==> config.mk <==
export PLATFORM = sky130hd
export DESIGN_NAME = rst_seq_ctrl_flat
export DESIGN_NICKNAME = d
export VERILOG_FILES = /design/src/rtl/rst_seq_ctrl_if.sv /design/src/rtl/rst_seq_ctrl.sv /design/src/flat_wrapper.sv
export SDC_FILE = /design/constraint.sdc
export NUM_CORES = 1
export LEC_CHECK = 0
export ABC_AREA = 1
export BUFFER_PORTS_ARGS = -buffer_cell sky130_fd_sc_hd__buf_2
export CAP_MARGIN = 5
export CELL_PAD_IN_SITES_DETAIL_PLACEMENT = 1
export CELL_PAD_IN_SITES_GLOBAL_PLACEMENT = 2
export CORE_ASPECT_RATIO = 1.25
export CORE_UTILIZATION = 36
export CTS_BUF_LIST = sky130_fd_sc_hd__clkbuf_8
export CTS_CLUSTER_DIAMETER = 80
export DETAILED_ROUTE_END_ITERATION = 8
export PLACE_DENSITY_LB_ADDON = 0.1
export SYNTH_ARGS = -nofsm -noshare
export SYNTH_HDL_FRONTEND = slang
export SYNTH_SLANG_ARGS = --single-unit
==> constraint.sdc <==
create_clock -name clk -period 1.75 [get_ports clk]
set_input_delay 0.35 -clock clk [delete_from_list [all_inputs] [get_ports clk]]
set_output_delay 0.35 -clock clk [all_outputs]
set_load 0.01 [all_outputs]
==> src/rtl/rst_seq_ctrl_if.sv <==
// Control/status bundle of the reset sequencer.
// The master side issues soft-reset requests and watchdog kicks and observes
// the per-domain resets plus status; the slave side is the sequencer itself.
interface rst_seq_ctrl_if #(
  parameter int N_CH = 4
);
  logic            soft_rst_req;
  logic            wdt_kick;
  logic [N_CH-1:0] rst_out;
  logic            all_ready;
  logic            busy;
  logic [1:0]      rst_cause;

  modport master (
    output soft_rst_req,
    output wdt_kick,
    input  rst_out,
    input  all_ready,
    input  busy,
    input  rst_cause
  );

  modport slave (
    input  soft_rst_req,
    input  wdt_kick,
    output rst_out,
    output all_ready,
    output busy,
    output rst_cause
  );
endinterface

==> src/rtl/rst_seq_ctrl.sv <==
// Reset sequencer and watchdog.
// Keeps all N_CH reset domains asserted for HOLD_CYCLES after the reset source
// goes away, then releases them one by one (bit 0 first) with STAGE_GAP cycles
// between releases. A soft request or a watchdog timeout re-runs the sequence.
// The cause of the most recent reset is kept in rst_cause. All outputs are
// driven straight from registers.
module rst_seq_ctrl #(
  parameter int N_CH        = 4,
  parameter int HOLD_CYCLES = 8,
  parameter int STAGE_GAP   = 4,
  parameter int WDT_EN      = 1,
  parameter int WDT_CYCLES  = 64,
  parameter int CNT_W       = 16
) (
  input  logic          clk,
  input  logic          rst,
  rst_seq_ctrl_if.slave bus
);

  typedef enum logic [1:0] {
    ST_ASSERT  = 2'b00,
    ST_RELEASE = 2'b01,
    ST_RUN     = 2'b10
  } state_t;

  localparam logic [CNT_W-1:0] HOLD_LAST  = CNT_W'(HOLD_CYCLES - 1);
  localparam logic [CNT_W-1:0] GAP_LAST   = CNT_W'(STAGE_GAP - 1);
  localparam logic [CNT_W-1:0] WDT_LAST   = CNT_W'(WDT_CYCLES - 1);
  localparam logic [CNT_W-1:0] STAGE_LAST = CNT_W'(N_CH - 1);
  localparam logic [CNT_W-1:0] CNT_ZERO   = {CNT_W{1'b0}};
  localparam logic [CNT_W-1:0] CNT_ONE    = CNT_W'(1);

  localparam logic [N_CH-1:0]  ALL_ASSERTED = {N_CH{1'b1}};

  localparam logic [1:0] CAUSE_EXT  = 2'b01;
  localparam logic [1:0] CAUSE_SOFT = 2'b10;
  localparam logic [1:0] CAUSE_WDT  = 2'b11;

  // Registered state
  state_t           state_r;
  logic [CNT_W-1:0] hold_cnt_r;
  logic [CNT_W-1:0] stage_idx_r;
  logic [CNT_W-1:0] gap_cnt_r;
  logic [CNT_W-1:0] wdt_cnt_r;
  logic [N_CH-1:0]  rst_out_r;
  logic             all_ready_r;
  logic             busy_r;
  logic [1:0]       rst_cause_r;

  // Next-state values
  state_t           state_s;
  logic [CNT_W-1:0] hold_cnt_s;
  logic [CNT_W-1:0] stage_idx_s;
  logic [CNT_W-1:0] gap_cnt_s;
  logic [CNT_W-1:0] wdt_cnt_s;
  logic [N_CH-1:0]  rst_out_s;
  logic             all_ready_s;
  logic             busy_s;
  logic [1:0]       rst_cause_s;

  logic             wdt_timeout_s;

  // Deassert one domain; every other bit is passed through unchanged, so a
  // release can only ever move a single bit from 1 to 0.
  function automatic logic [N_CH-1:0] clear_bit(input logic [N_CH-1:0] vec,
                                                input logic [CNT_W-1:0] idx);
    logic [N_CH-1:0] res;
    for (int i = 0; i < N_CH; i++) begin
      res[i] = vec[i] & ~(CNT_W'(i) == idx);
    end
    return res;
  endfunction

  // Watchdog timeout: last unkicked RUN edge before the limit; a kick on the
  // same edge cancels it, and with the watchdog disabled it never fires.
  always_comb begin
    wdt_timeout_s = 1'b0;
    if (WDT_EN != 0) begin
      wdt_timeout_s = (state_r == ST_RUN) && (wdt_cnt_r == WDT_LAST) && !bus.wdt_kick;
    end else begin
      wdt_timeout_s = 1'b0;
    end
  end

  // Next-state and output computation: sequencing first, restarts override.
  always_comb begin
    state_s     = state_r;
    hold_cnt_s  = hold_cnt_r;
    stage_idx_s = stage_idx_r;
    gap_cnt_s   = gap_cnt_r;
    wdt_cnt_s   = wdt_cnt_r;
    rst_out_s   = rst_out_r;
    all_ready_s = all_ready_r;
    busy_s      = busy_r;
    rst_cause_s = rst_cause_r;

    case (state_r)
      ST_ASSERT: begin
        hold_cnt_s = hold_cnt_r + CNT_ONE;
        if (hold_cnt_r == HOLD_LAST) begin
          rst_out_s = clear_bit(rst_out_r, CNT_ZERO);
          if (N_CH == 1) begin
            state_s     = ST_RUN;
            all_ready_s = 1'b1;
            busy_s      = 1'b0;
            wdt_cnt_s   = CNT_ZERO;
          end else begin
            state_s     = ST_RELEASE;
            stage_idx_s = CNT_ONE;
            gap_cnt_s   = CNT_ZERO;
          end
        end else begin
          rst_out_s = rst_out_r;
        end
      end

      ST_RELEASE: begin
        if (gap_cnt_r == GAP_LAST) begin
          rst_out_s   = clear_bit(rst_out_r, stage_idx_r);
          stage_idx_s = stage_idx_r + CNT_ONE;
          gap_cnt_s   = CNT_ZERO;
          if (stage_idx_r == STAGE_LAST) begin
            state_s     = ST_RUN;
            all_ready_s = 1'b1;
            busy_s      = 1'b0;
            wdt_cnt_s   = CNT_ZERO;
          end else begin
            state_s = ST_RELEASE;
          end
        end else begin
          gap_cnt_s = gap_cnt_r + CNT_ONE;
        end
      end

      ST_RUN: begin
        if (WDT_EN == 0) begin
          wdt_cnt_s = CNT_ZERO;
        end else if (bus.wdt_kick) begin
          wdt_cnt_s = CNT_ZERO;
        end else begin
          wdt_cnt_s = wdt_cnt_r + CNT_ONE;
        end
      end

      default: begin
        // Unreachable encoding: fall back to a fully asserted restart.
        state_s     = ST_ASSERT;
        rst_out_s   = ALL_ASSERTED;
        hold_cnt_s  = CNT_ZERO;
        stage_idx_s = CNT_ZERO;
        gap_cnt_s   = CNT_ZERO;
        all_ready_s = 1'b0;
        busy_s      = 1'b1;
      end
    endcase

    // Restart events; soft request wins over a coincident timeout.
    if (bus.soft_rst_req || wdt_timeout_s) begin
      state_s     = ST_ASSERT;
      rst_out_s   = ALL_ASSERTED;
      hold_cnt_s  = CNT_ZERO;
      stage_idx_s = CNT_ZERO;
      gap_cnt_s   = CNT_ZERO;
      all_ready_s = 1'b0;
      busy_s      = 1'b1;
      if (bus.soft_rst_req) begin
        rst_cause_s = CAUSE_SOFT;
      end else begin
        rst_cause_s = CAUSE_WDT;
      end
    end else begin
      rst_cause_s = rst_cause_s;
    end
  end

  // State register with synchronous external reset taking top priority.
  always_ff @(posedge clk) begin
    if (rst) begin
      state_r     <= ST_ASSERT;
      hold_cnt_r  <= CNT_ZERO;
      stage_idx_r <= CNT_ZERO;
      gap_cnt_r   <= CNT_ZERO;
      wdt_cnt_r   <= CNT_ZERO;
      rst_out_r   <= ALL_ASSERTED;
      all_ready_r <= 1'b0;
      busy_r      <= 1'b1;
      rst_cause_r <= CAUSE_EXT;
    end else begin
      state_r     <= state_s;
      hold_cnt_r  <= hold_cnt_s;
      stage_idx_r <= stage_idx_s;
      gap_cnt_r   <= gap_cnt_s;
      wdt_cnt_r   <= wdt_cnt_s;
      rst_out_r   <= rst_out_s;
      all_ready_r <= all_ready_s;
      busy_r      <= busy_s;
      rst_cause_r <= rst_cause_s;
    end
  end

  assign bus.rst_out   = rst_out_r;
  assign bus.all_ready = all_ready_r;
  assign bus.busy      = busy_r;
  assign bus.rst_cause = rst_cause_r;

endmodule
==> src/flat_wrapper.sv <==
// flat-port wrapper written by rule: the top's interface ports become plain ports
module rst_seq_ctrl_flat 
#(
  parameter int N_CH        = 4,
  parameter int HOLD_CYCLES = 8,
  parameter int STAGE_GAP   = 4,
  parameter int WDT_EN      = 1,
  parameter int WDT_CYCLES  = 64,
  parameter int CNT_W       = 16
)
  (clk, rst, bus_soft_rst_req, bus_wdt_kick, bus_rst_out, bus_all_ready, bus_busy, bus_rst_cause);
  rst_seq_ctrl_if #(.N_CH(N_CH)) bus_i ();
  input  logic clk;
  input  logic rst;
  input wire logic [$bits(bus_i.soft_rst_req)-1:0] bus_soft_rst_req;
  input wire logic [$bits(bus_i.wdt_kick)-1:0] bus_wdt_kick;
  output wire logic [$bits(bus_i.rst_out)-1:0] bus_rst_out;
  output wire logic [$bits(bus_i.all_ready)-1:0] bus_all_ready;
  output wire logic [$bits(bus_i.busy)-1:0] bus_busy;
  output wire logic [$bits(bus_i.rst_cause)-1:0] bus_rst_cause;
  assign bus_i.soft_rst_req = bus_soft_rst_req;
  assign bus_i.wdt_kick = bus_wdt_kick;
  assign bus_rst_out = bus_i.rst_out;
  assign bus_all_ready = bus_i.all_ready;
  assign bus_busy = bus_i.busy;
  assign bus_rst_cause = bus_i.rst_cause;
  rst_seq_ctrl #(.N_CH(N_CH), .HOLD_CYCLES(HOLD_CYCLES), .STAGE_GAP(STAGE_GAP), .WDT_EN(WDT_EN), .WDT_CYCLES(WDT_CYCLES), .CNT_W(CNT_W)) u_core (.clk(clk), .rst(rst), .bus(bus_i));
endmodule
# ---- Yosys cells after proc, flatten, opt, wreduce, memory -nomap -nowiden
# Index checks and enable logic that the tools add are counted.
dict set report totals {
  register_bits 74
  out_inout_bits 8
  input_bits 4
  wordCells 77
}
dict set report classes {
  n_mux 25
  n_bitwise 11
  n_reduce_logical 15
  addsub 4
  n_eq_ne 12
}
# cell count
set op_table {}
lappend op_table {{2-to-1 mux 16 bit} 7}
lappend op_table {{one-hot mux 16 bit (3 select lines)} 2}
lappend op_table {{adder 16 x 1 -> 16 bit, second input constant} 4}
lappend op_table {{one-hot mux 16 bit (2 select lines)} 2}
lappend op_table {{== test 16 x 2 -> 1 bit, second input constant} 2}
lappend op_table {{== test 2 x 16 -> 1 bit, first input constant} 2}
lappend op_table {{== test 1 x 16 -> 1 bit, first input constant} 1}
lappend op_table {{== test 16 x 3 -> 1 bit, second input constant} 1}
lappend op_table {{== test 16 x 6 -> 1 bit, second input constant} 1}
lappend op_table {{zero test 16 bit} 1}
lappend op_table {{one-hot mux 4 bit (3 select lines)} 1}
lappend op_table {{AND reduction 3 bit} 4}
lappend op_table {{inverter 1 bit} 7}
lappend op_table {{2-to-1 mux 1 bit} 6}
lappend op_table {{2-to-1 mux 2 bit} 3}
lappend op_table {{!= test 2 x 1 -> 1 bit, second input constant} 3}
lappend op_table {{one-hot mux 2 bit (3 select lines)} 1}
lappend op_table {{OR reduction 2 bit} 3}
lappend op_table {{bitwise AND 1 bit} 4}
lappend op_table {{2-to-1 mux 4 bit} 1}
lappend op_table {{one-hot mux 1 bit (2 select lines)} 2}
lappend op_table {{== test 2 x 1 -> 1 bit, second input constant} 1}
lappend op_table {{== test 2 bit, second input constant} 1}
lappend op_table {{logical AND 1 bit} 2}
lappend op_table {{other kinds (5)} 5}

# ---- Longest topological paths before layout
# Gate-level depths: netlist of run 1.
dict set report logic_depth {
  ltp_word 5
  depth_mapped 13
  mapped_depth_nobuf 12
}

# ---- Least setup slack after synthesis of run 1
# OpenSTA, ideal clock, no wires.
dict set report synth_timing {
  path_type {reg2reg}
  start {reg u_core.state_r[0]}
  end {reg u_core.hold_cnt_r[15]}
  setup_ps 113
  path_stages_with_launch 9
  arrival_ps 1486
  period_less_slack_ps 1599
  n_path_buf 0
  slack_ps 151
  cell_sequence {dfxtp_1 > inv_1 > ha_1 > nor3_2 > nand3_1 > nor2_2 > nand3_1 > nor2_1 > nor2_1}
}
dict set report synth_between {
  elab_chain_len 5
  word_cells_on_any_way 9
  cone_classes {eq/ne: 2; mux: 1; reduce/logical: 6}
}
# item line_no
set synth_lines {}
lappend synth_lines {{from (decl)} rst_seq_ctrl.sv:40} ;# state_t state_r;
lappend synth_lines {{from (signal assigned)} rst_seq_ctrl.sv:189} ;# state_r <= state_s;
lappend synth_lines {{== test 2 bit} {rst_seq_ctrl.sv:79, rst_seq_ctrl.sv:97}}
lappend synth_lines {{logical AND 1 bit (2 in a row)} rst_seq_ctrl.sv:79} ;# wdt_timeout_s = (state_r == ST_RUN) && (wdt_cnt_r == WDT_LAST) && !bus.wdt_kick;
lappend synth_lines {{logical OR 1 bit} rst_seq_ctrl.sv:158} ;# if (bus.soft_rst_req || wdt_timeout_s) begin
lappend synth_lines {{OR reduction 2 bit (no line)} -}
lappend synth_lines {{to (signal assigned)} rst_seq_ctrl.sv:190} ;# hold_cnt_r <= hold_cnt_s;
lappend synth_lines {{to (decl)} rst_seq_ctrl.sv:41} ;# logic [CNT_W-1:0] hold_cnt_r;
# Several ways; a longest one is shown, not always the timed one.
# A chain may end at the register's enable or synchronous reset.

# ---- Worst setup path after layout of run 1
dict set report layout_timing {
  start {reg u_core.state_r[0]}
  end {reg u_core.stage_idx_r[3]}
}
dict set report layout_between {
  elab_chain_len 5
  word_cells_on_any_way 12
  cone_classes {eq/ne: 4; mux: 1; bitwise: 1; reduce/logical: 6}
}
# item line_no
set layout_lines {}
lappend layout_lines {{== test 2 bit} {rst_seq_ctrl.sv:79, rst_seq_ctrl.sv:97}}
lappend layout_lines {{logical AND 1 bit (2 in a row)} rst_seq_ctrl.sv:79}
lappend layout_lines {{logical OR 1 bit} rst_seq_ctrl.sv:158}
lappend layout_lines {{OR reduction 2 bit (no line)} -}
lappend layout_lines {{to (signal assigned)} rst_seq_ctrl.sv:191} ;# stage_idx_r <= stage_idx_s;
lappend layout_lines {{to (decl)} rst_seq_ctrl.sv:42} ;# logic [CNT_W-1:0] stage_idx_r;
# Several ways; a longest one is shown, not always the timed one.

==> results of run 1 <==
[stage by stage]
step	hold slack, ns	total power [W]
floorplan	0.4191	0.001781
global placement	0.4288	0.001805
detailed placement	0.4359	0.001808
CTS	0.1849	0.003059
global route	0.1901	0.003145
finish	0.2034	0.003010
[final cells by class]
type	count	area, um2
multi-input cells	515	2520
clock buffers	9	123.9
well taps	161	201.4
clock inverters	7	47.55
inverters	91	349.1
flip-flops and latches	74	1490
repair buffers	49	377.9
fillers	1614	6671
[critical path, stage by stage (launching register included)]
cell and delay (ns):
dfxtp_2 0.33, inv_2 0.08, ha_4 0.14, buf_4 0.12, nand2_2 0.07, nor3_4 0.22, nand2_2 0.10, nand3_2 0.10
inv_4 0.06, buf_4 0.19, o21ai_0 0.10, nor2_1 0.07
[state kept, by name (all words and copies together) (netlist names), 2 cells and up]
signal,count
u_core.gap_cnt_r,16
u_core.hold_cnt_r,16
u_core.stage_idx_r,16
u_core.wdt_cnt_r,16
u_core.bus.rst_out,4
u_core.bus.rst_cause,2
u_core.state_r,2
[layer usage]
layer  global-route usage  vias to the layer above  routed length, um
li1                     -                     2258                  -
met1               0.2524                     2020               5757
met2               0.3613                       35               6068
met3              0.03552                       20                182
met4              0.07673                        0                263
met5                    0                        -                  0
[power by group through the flow]
stage / registers (W) / logic, W / clock network, W
6_report: 0.00169 / 0.0000761 / 0.00124
3_5_place_dp: 0.00173 / 0.0000772 / 0
5_1_grt: 0.00169 / 0.0000846 / 0.00137
3_3_place_gp: 0.00173 / 0.0000742 / 0
2_1_floorplan: 0.00173 / 0.0000495 / 0
4_1_cts: 0.00169 / 0.0000774 / 0.00129
[cell families (layout without fill, tap and decap cells)]
logic type / after synthesis / after routing / synth area share
buffers and inverters: 106 / 156 / 0.1137
flip-flops: 74 / 74 / 0.3347
XOR/XNOR: 16 / 16 / 0.03167
AND/OR/NAND/NOR: 437 / 437 / 0.4295
AO/OA/AOI/OAI: 52 / 52 / 0.06220
adder cells (fa/ha/maj): 10 / 10 / 0.02827
[Yosys cell counts]
library cell / n
nand2_1: 184
nor2_1: 130
inv_1: 86
dfxtp_1: 74
nand3_1: 70
a21oi_1: 29
o21ai_0: 17
xor2_1: 14
nand4_1: 12
nor3_1: 11
ha_1: 10
buf_6: 7
nand2_2: 6
nor2_2: 5
nand3_2: 4
and2_1: 3
buf_4: 3
inv_2: 3
nand2_4: 3
nor3_2: 3
o21bai_1: 3
buf_12: 2
clkbuf_1: 2
nor2_4: 2
xnor2_1: 2
a21oi_2: 1
a31oi_1: 1
and3_1: 1
buf_2: 1
inv_4: 1
inv_6: 1
nand3b_1: 1
nor3b_1: 1
o211ai_1: 1
or2_0: 1
[what timing repair did]
action	CTS	global route
buffers inserted	0	4
pin swaps	1	5
gates cloned	1	0
resized for setup	7	22
endpoints found under the setup margin	23	51
[final timing paths]
path,endpoint,slack [ns],depth (start not counted)
worst max-delay path,u_core.stage_idx_r[3],0.05,11
worst min-delay path,u_core.wdt_cnt_r[1],0.20,2
worst max register to register,u_core.stage_idx_r[3],0.05,11
worst min register to register,u_core.bus.rst_out[2],0.45,2
==> impl_results.md, run 1 <==
* Status: finished clean
* CTS tree: built
* Sw Share at 0.2616
* Setup TNS at 0 ns
* Total gr overflow at 0
* Nets at 754
* Pin count of the biggest net entering global routing at 18
* Io pins at 12
* Drt pass-1 iters at 6
* Post-synth cell types at 35
* Sw Pwr at 0.0007874 W
* Max Slew Vio Count at 0
* # clock sinks at 74
* Reg clk slew, reported paths at 0.09 ns
* Final wirelength at 12.27 mm
* Core Box Area at 11780 um2
* Clock Power Share at 0.412
* DRC viols at 0
* Antenna violations before repair at 0
* Slew margin rel. at 0.7227
* Placed Cells incl. Taps at 885
* Total CTS buffers at 9
* Post-synth top area share at 0.3347
* Remaining antenna violation count after routing at 0
* Worst Hold Launch: rst
* Die X-Extent at 101.2 um
* Power per cell area at 589.0 nW/um2
* Hold Fails Final Rpt at 0
* Antenna Cells at 0
* WS Path Type: register to register
* Starting Density at 0.3756
* Area grow syn2layout at 15.47%
* Most frequent cells in the layout: nand2_1 (183), nor2_1 (126), inv_1 (86)
* YS warnings at 0
* RD Place Congestion at 0.8028
* Final worst path period share at 0.9713
* Gate power share at 0.025
* Post-synth design cell area at 4425 um2
* Worst skew pair latency at 0.37 ns
* Vias/cell at 4.783
* Tmin final at 1.700 ns
* Maxcap violations at 0
* Layout cell share with drive strength beyond 1 at 0.1503
* Placement Cell Area at 4788 um2
* CP required at 2.01 ns
* CTS Hold Bufs at 0
* Worst Setup Slack, final at 0.05026 ns
* Worst-path maximum fanout at 12
* Routed length per instance at 13.55 um
* Bufs on Longest Clock Path at 2
* Non-Filler Instances at 906
* Setup Skew at 0.01255 ns
* Layout Utilization at 0.4337
* RSZ-0062 raised after global routing: yes
* Number of global-route vias before repair at 4448
* Dominant cells by area after synthesis: dfxtp_1 (33%), nand2_1 (16%), nor2_1 (11%), nand3_1 (7.9%), inv_1 (7.3%)
* Area leader, netlist: dfxtp_1
* Crit. Startpoint: u_core.state_r[0]
* Syn avg cell area at 6.368 um2
* Critical R2R Launch: u_core.state_r[0]
* Clock Tree Root: clkbuf_8
* Via Count at 4333
* Full die area at 12740 um2
* CP arrival at 1.96 ns
* Crit start category: register
* Most common cell after layout, fill and taps aside: nand2_1
* Slew @ Worst Pin at 0.4128 ns
* Cell Rows at 44
* Critical Path End Type: register
* Hold Crit Class: input port to register
* Worst slack at placement at -0.02465 ns
* Internal power at 0.002222 W
* Design area at 5110 um2
* P_leak at 2.074 nW
* CTS HTree Levels at 3
* Syn nets at 709
* Yosys reg bits at 74
* Initial drt markers at 80
* Fmax at 0.5883 GHz
* Register area share after synthesis at 0.3347
* Sequential fraction of design power at 0.562
* Post-Syn Instances at 695
* GRT Overall Usage at 0.2075
* Port-buffer cells at 11
* First-pass GRT wire length at 20.88 mm
* Hpwl dp at 8.952 mm
* Final setup fails at 0
* Peak supply drop at 307.1 uV
* Chip height at 126.0 um
Note: power is estimated with default switching activity, not from simulation.
==> run 2: changes to the inputs <==
- ABC_AREA: 1 -> default
- CORE_UTILIZATION: 36 -> 40
==> impl_results.md, run 2 <==
* Non-Filler Instances at 730 (-19%)
* Status: finished with violations
* Yosys reg bits at 74 (unchanged)
* Full die area at 9854 um2 (-23%)
* Hold endpoint: u_core.bus.rst_cause[0]
* Number of global-route vias before repair at 4487 (+0.88%)
* Post-Syn Instances at 448 (-36%)
* Dominant cells by area after synthesis: dfxtp_1 (39%), nor2_1 (6.3%), xor2_1 (5.6%), a21oi_1 (4.1%), nand4_1 (4.0%)
* Main combinational cell family by area after synthesis: simple AND/OR/NAND/NOR gates
* CP required at 2.05 ns (+0.04 ns)
* Critical Path End Type: register
* Hpwl dp at 8.625 mm (-3.6%)
* Register area share after synthesis at 0.3915 (+0.05679)
* Worst Setup Slack, final at -0.6596 ns (-0.7099 ns)
* Critical R2R Launch: u_core.gap_cnt_r[2]
* Tmin final at 2.410 ns (+0.7099 ns)
* Clock Tree Root: clkbuf_8
* Via Count at 4343 (+0.23%)
* Layout cell share with drive strength beyond 1 at 0.4761 (+0.3258)
* Cell Rows at 39 (-11%)
* Syn avg cell area at 8.446 um2 (+33%)
* Worst hold slack at 0.2309 ns (+0.02748 ns)
* Remaining antenna violation count after routing at 0 (unchanged)
* CTS tree: built
* Area grow syn2layout at 61.08%
* Final wirelength at 16.32 mm (+33%)
* Fmax at 0.4150 GHz (-29%)
* Cell Chain, Critical Path: or4_4 > o41ai_4 > buf_4 > buf_6 > nand4_1 > or4_4 > a21oi_2
* Antenna Cells at 0 (unchanged)
* Power per cell area at 544.2 nW/um2 (-7.6%)
* Sequential fraction of design power at 0.510 (-0.052)
* # clock sinks at 74 (unchanged)
* Worst-path maximum fanout at 3 (-9)
* Reg clk slew, reported paths at 0.08 ns (about the same)
* Crit Reg-Reg Endpoint: u_core.wdt_cnt_r[11]
* Hold Fails Final Rpt at 0 (unchanged)
* Layout Utilization at 0.6643 (+0.2306)
* CTS HTree Levels at 3 (unchanged)
* Tot Pwr at 0.003317 W (+10%)
* Nets at 617 (-18%)
* Setup Skew at 0.008768 ns (-0.003783 ns)
* Io pins at 12 (unchanged)
* Area leader, netlist: dfxtp_1
* Post-synthesis mux area share at 0.005291 (+0.005291)
* Peak supply drop at 585.5 uV (+91%)
* WS Path Type: register to register
* Chip height at 110.7 um (-12%)
* Maxcap violations at 0 (unchanged)
* DRC viols at 0 (unchanged)
* Gate power share at 0.042 (+0.017)
* Routed length per instance at 22.36 um (+65%)
* Simple-Gate Fraction of Synth Area at 0.3125 (-0.1170)
* Final setup fails at 72 (+72)
* CP max stage delay at 0.55 ns (+0.22 ns)
* Top cells by count, synth: dfxtp_1 (74), nor2_1 (63), a21oi_1 (31)
* Synth Area in Adders at 0.03307 (+0.004796)
* Top-count cell post-synth: dfxtp_1
* Worst Hold Launch: bus_soft_rst_req
* Final worst path period share at 1.377 (+0.4056)
* Syn nets at 462 (-35%)
* Internal power at 0.002536 W (+14%)
* Starting Density at 0.4124 (+0.03680)
* Post-synth top area share at 0.3915 (+0.05679)
* CP arrival at 2.71 ns (+0.75 ns)
* CP most frequent cell: or4_4
* Main flop type after synthesis: dfxtp_1
* R2R setup slack at -0.66 ns (-0.71 ns)
* RD Place Congestion at 0.8222 (+2.4%)
* Sw Pwr at 0.0007810 W (-0.82%)
* Max Slew Vio Count at 0 (unchanged)
* Most common cell after layout, fill and taps aside: buf_4
* Initial drt markers at 182 (+130%)
* Drt pass-1 iters at 5 (-1)
* Placed Cells incl. Taps at 689 (-22%)
* Crit start category: register
* Worst skew pair latency at 0.37 ns (about the same)
* RSZ-0062 raised after global routing: yes
* Post-synth design cell area at 3784 um2 (-15%)
* Bufs on Longest Clock Path at 2 (unchanged)
* Hold Path Depth at 2 (unchanged)
* Post-Synth XOR/XNOR Area at 0.08565 (+0.05398)
* Vias/cell at 5.949 (+24%)
* Antenna violations before repair at 0 (unchanged)
* Die X-Extent at 88.99 um (-12%)
* Clock Power Share at 0.449 (+0.037)
* YS warnings at 0 (unchanged)
* Hold Crit Class: input port to register
* Port-buffer cells at 11 (unchanged)
* Total CTS buffers at 9 (unchanged)
* Post-synth cell types at 57 (+63%)
* Post-synth EDFFs at 0 (unchanged)
* Compound-cell area share of the yosys netlist at 0.1353 (+0.07305)
* Critical-path top delay cell: or4_4
* Reg2Reg Depth at 7 (-4)
* Total gr overflow at 0 (unchanged)
* Slew margin rel. at 0.6064 (-0.1163)
* GRT Overall Usage at 0.2944 (+0.08691)
* Violated checks: setup timing
* Slew @ Worst Pin at 0.5894 ns (+0.1766 ns)
* Most frequent cells in the layout: buf_4 (120), dfxtp_1 (67), nor2_1 (42)
* First-pass GRT wire length at 21.97 mm (+5.2%)
* Sw Share at 0.2355 (-0.02614)
* P_leak at 2.228 nW (+7.4%)
* Pin count of the biggest net entering global routing at 18 (unchanged)
* Worst slack at placement at -0.6042 ns (-0.5796 ns)
* Ys async rst share at 0 (unchanged)
* Core Box Area at 9174 um2 (-22%)
run 2: cell count changes in the layout (fill, tap and decap cells not counted), moves of 17 or more:
| cell | change |
|---|---|
| buf_6 | +17 |
| nand2_1 | -160 |
| buf_4 | +84 |
| nor2_1 | -84 |
| inv_1 | -75 |
| nand3_1 | -54 |
run 2: layer usage:
layer	part of all wire	global-route usage	vias up	wire [um]
met5	0	0	-	0
met4	0.053	0.1513	0	865
met3	0.036	0.04914	79	593
met2	0.55	0.5333	154	8920
met1	0.36	0.3181	2172	5944
li1	-	-	1938	-
run 2: through the flow:
stage,cell area (um2),TNS [ns]
after floorplan,4093,-18.50
after global placement,5106,-25.50
after detailed placement,5106,-27.93
after CTS,5793,-24.43
after global routing,6095,-34.20
final,6095,-31.66
run 2: worst max-delay path by stage:
stage	startpoint	slack, ns	to
2_1_floorplan	u_core.gap_cnt_r[2]	-0.49	u_core.wdt_cnt_r[10]
3_3_place_gp	u_core.gap_cnt_r[2]	-0.55	u_core.wdt_cnt_r[6]
3_5_place_dp	u_core.gap_cnt_r[2]	-0.60	u_core.wdt_cnt_r[6]
4_1_cts	u_core.gap_cnt_r[3]	-0.55	u_core.wdt_cnt_r[11]
5_1_grt	u_core.gap_cnt_r[2]	-0.66	u_core.wdt_cnt_r[11]
6_report	u_core.gap_cnt_r[2]	-0.66	u_core.wdt_cnt_r[11]
run 2: cells by family after synthesis:
logic type                 Yosys count
and+or+nand+nor                    217
buffers and inverters               26
adders and majority gates           10
xor gates and xnor gates            37
muxes                                2
AOI/OAI and AO/OA                   82
DFF                                 74
run 2: critical path: cells and delay by family (launching register included):
| family | cells | cell delay [ns] |
|---|---|---|
| flip-flops | 1 | 0.33 |
| AO/OA/AOI/OAI | 2 | 0.59 |
| AND/OR/NAND/NOR | 3 | 1.10 |
| buffers and inverters | 2 | 0.32 |
run 2: layout make-up:
type                            instances  area [um2]
Fill cell                            1054        3079
Multi-Input combinational cell        350        2872
Sequential cell                        74        1490
Timing Repair Buffer                  157        1330
Tap cell                              123       153.9
Clock buffer                            9       123.9
Clock inverter                          6       83.83
Inverter                               11       41.29
run 2: repair_timing:
item	4_1_cts	5_1_grt
hold buffers	0	0
cloned	5	1
endpoints found under the setup margin	73	73
resized for setup	74	67
pin swaps	26	25
setup buffers	13	11
run 2: power by group through the flow:
stage | clock, W | combinational [W] | sequential [W]
final | 0.00149 | 0.000138 | 0.00169
after global placement | 0 | 0.0000811 | 0.00173
after CTS | 0.00148 | 0.000123 | 0.00169
after global routing | 0.00156 | 0.000143 | 0.00169
after floorplan | 0 | 0.0000452 | 0.00173
after detailed placement | 0 | 0.0000835 | 0.00173
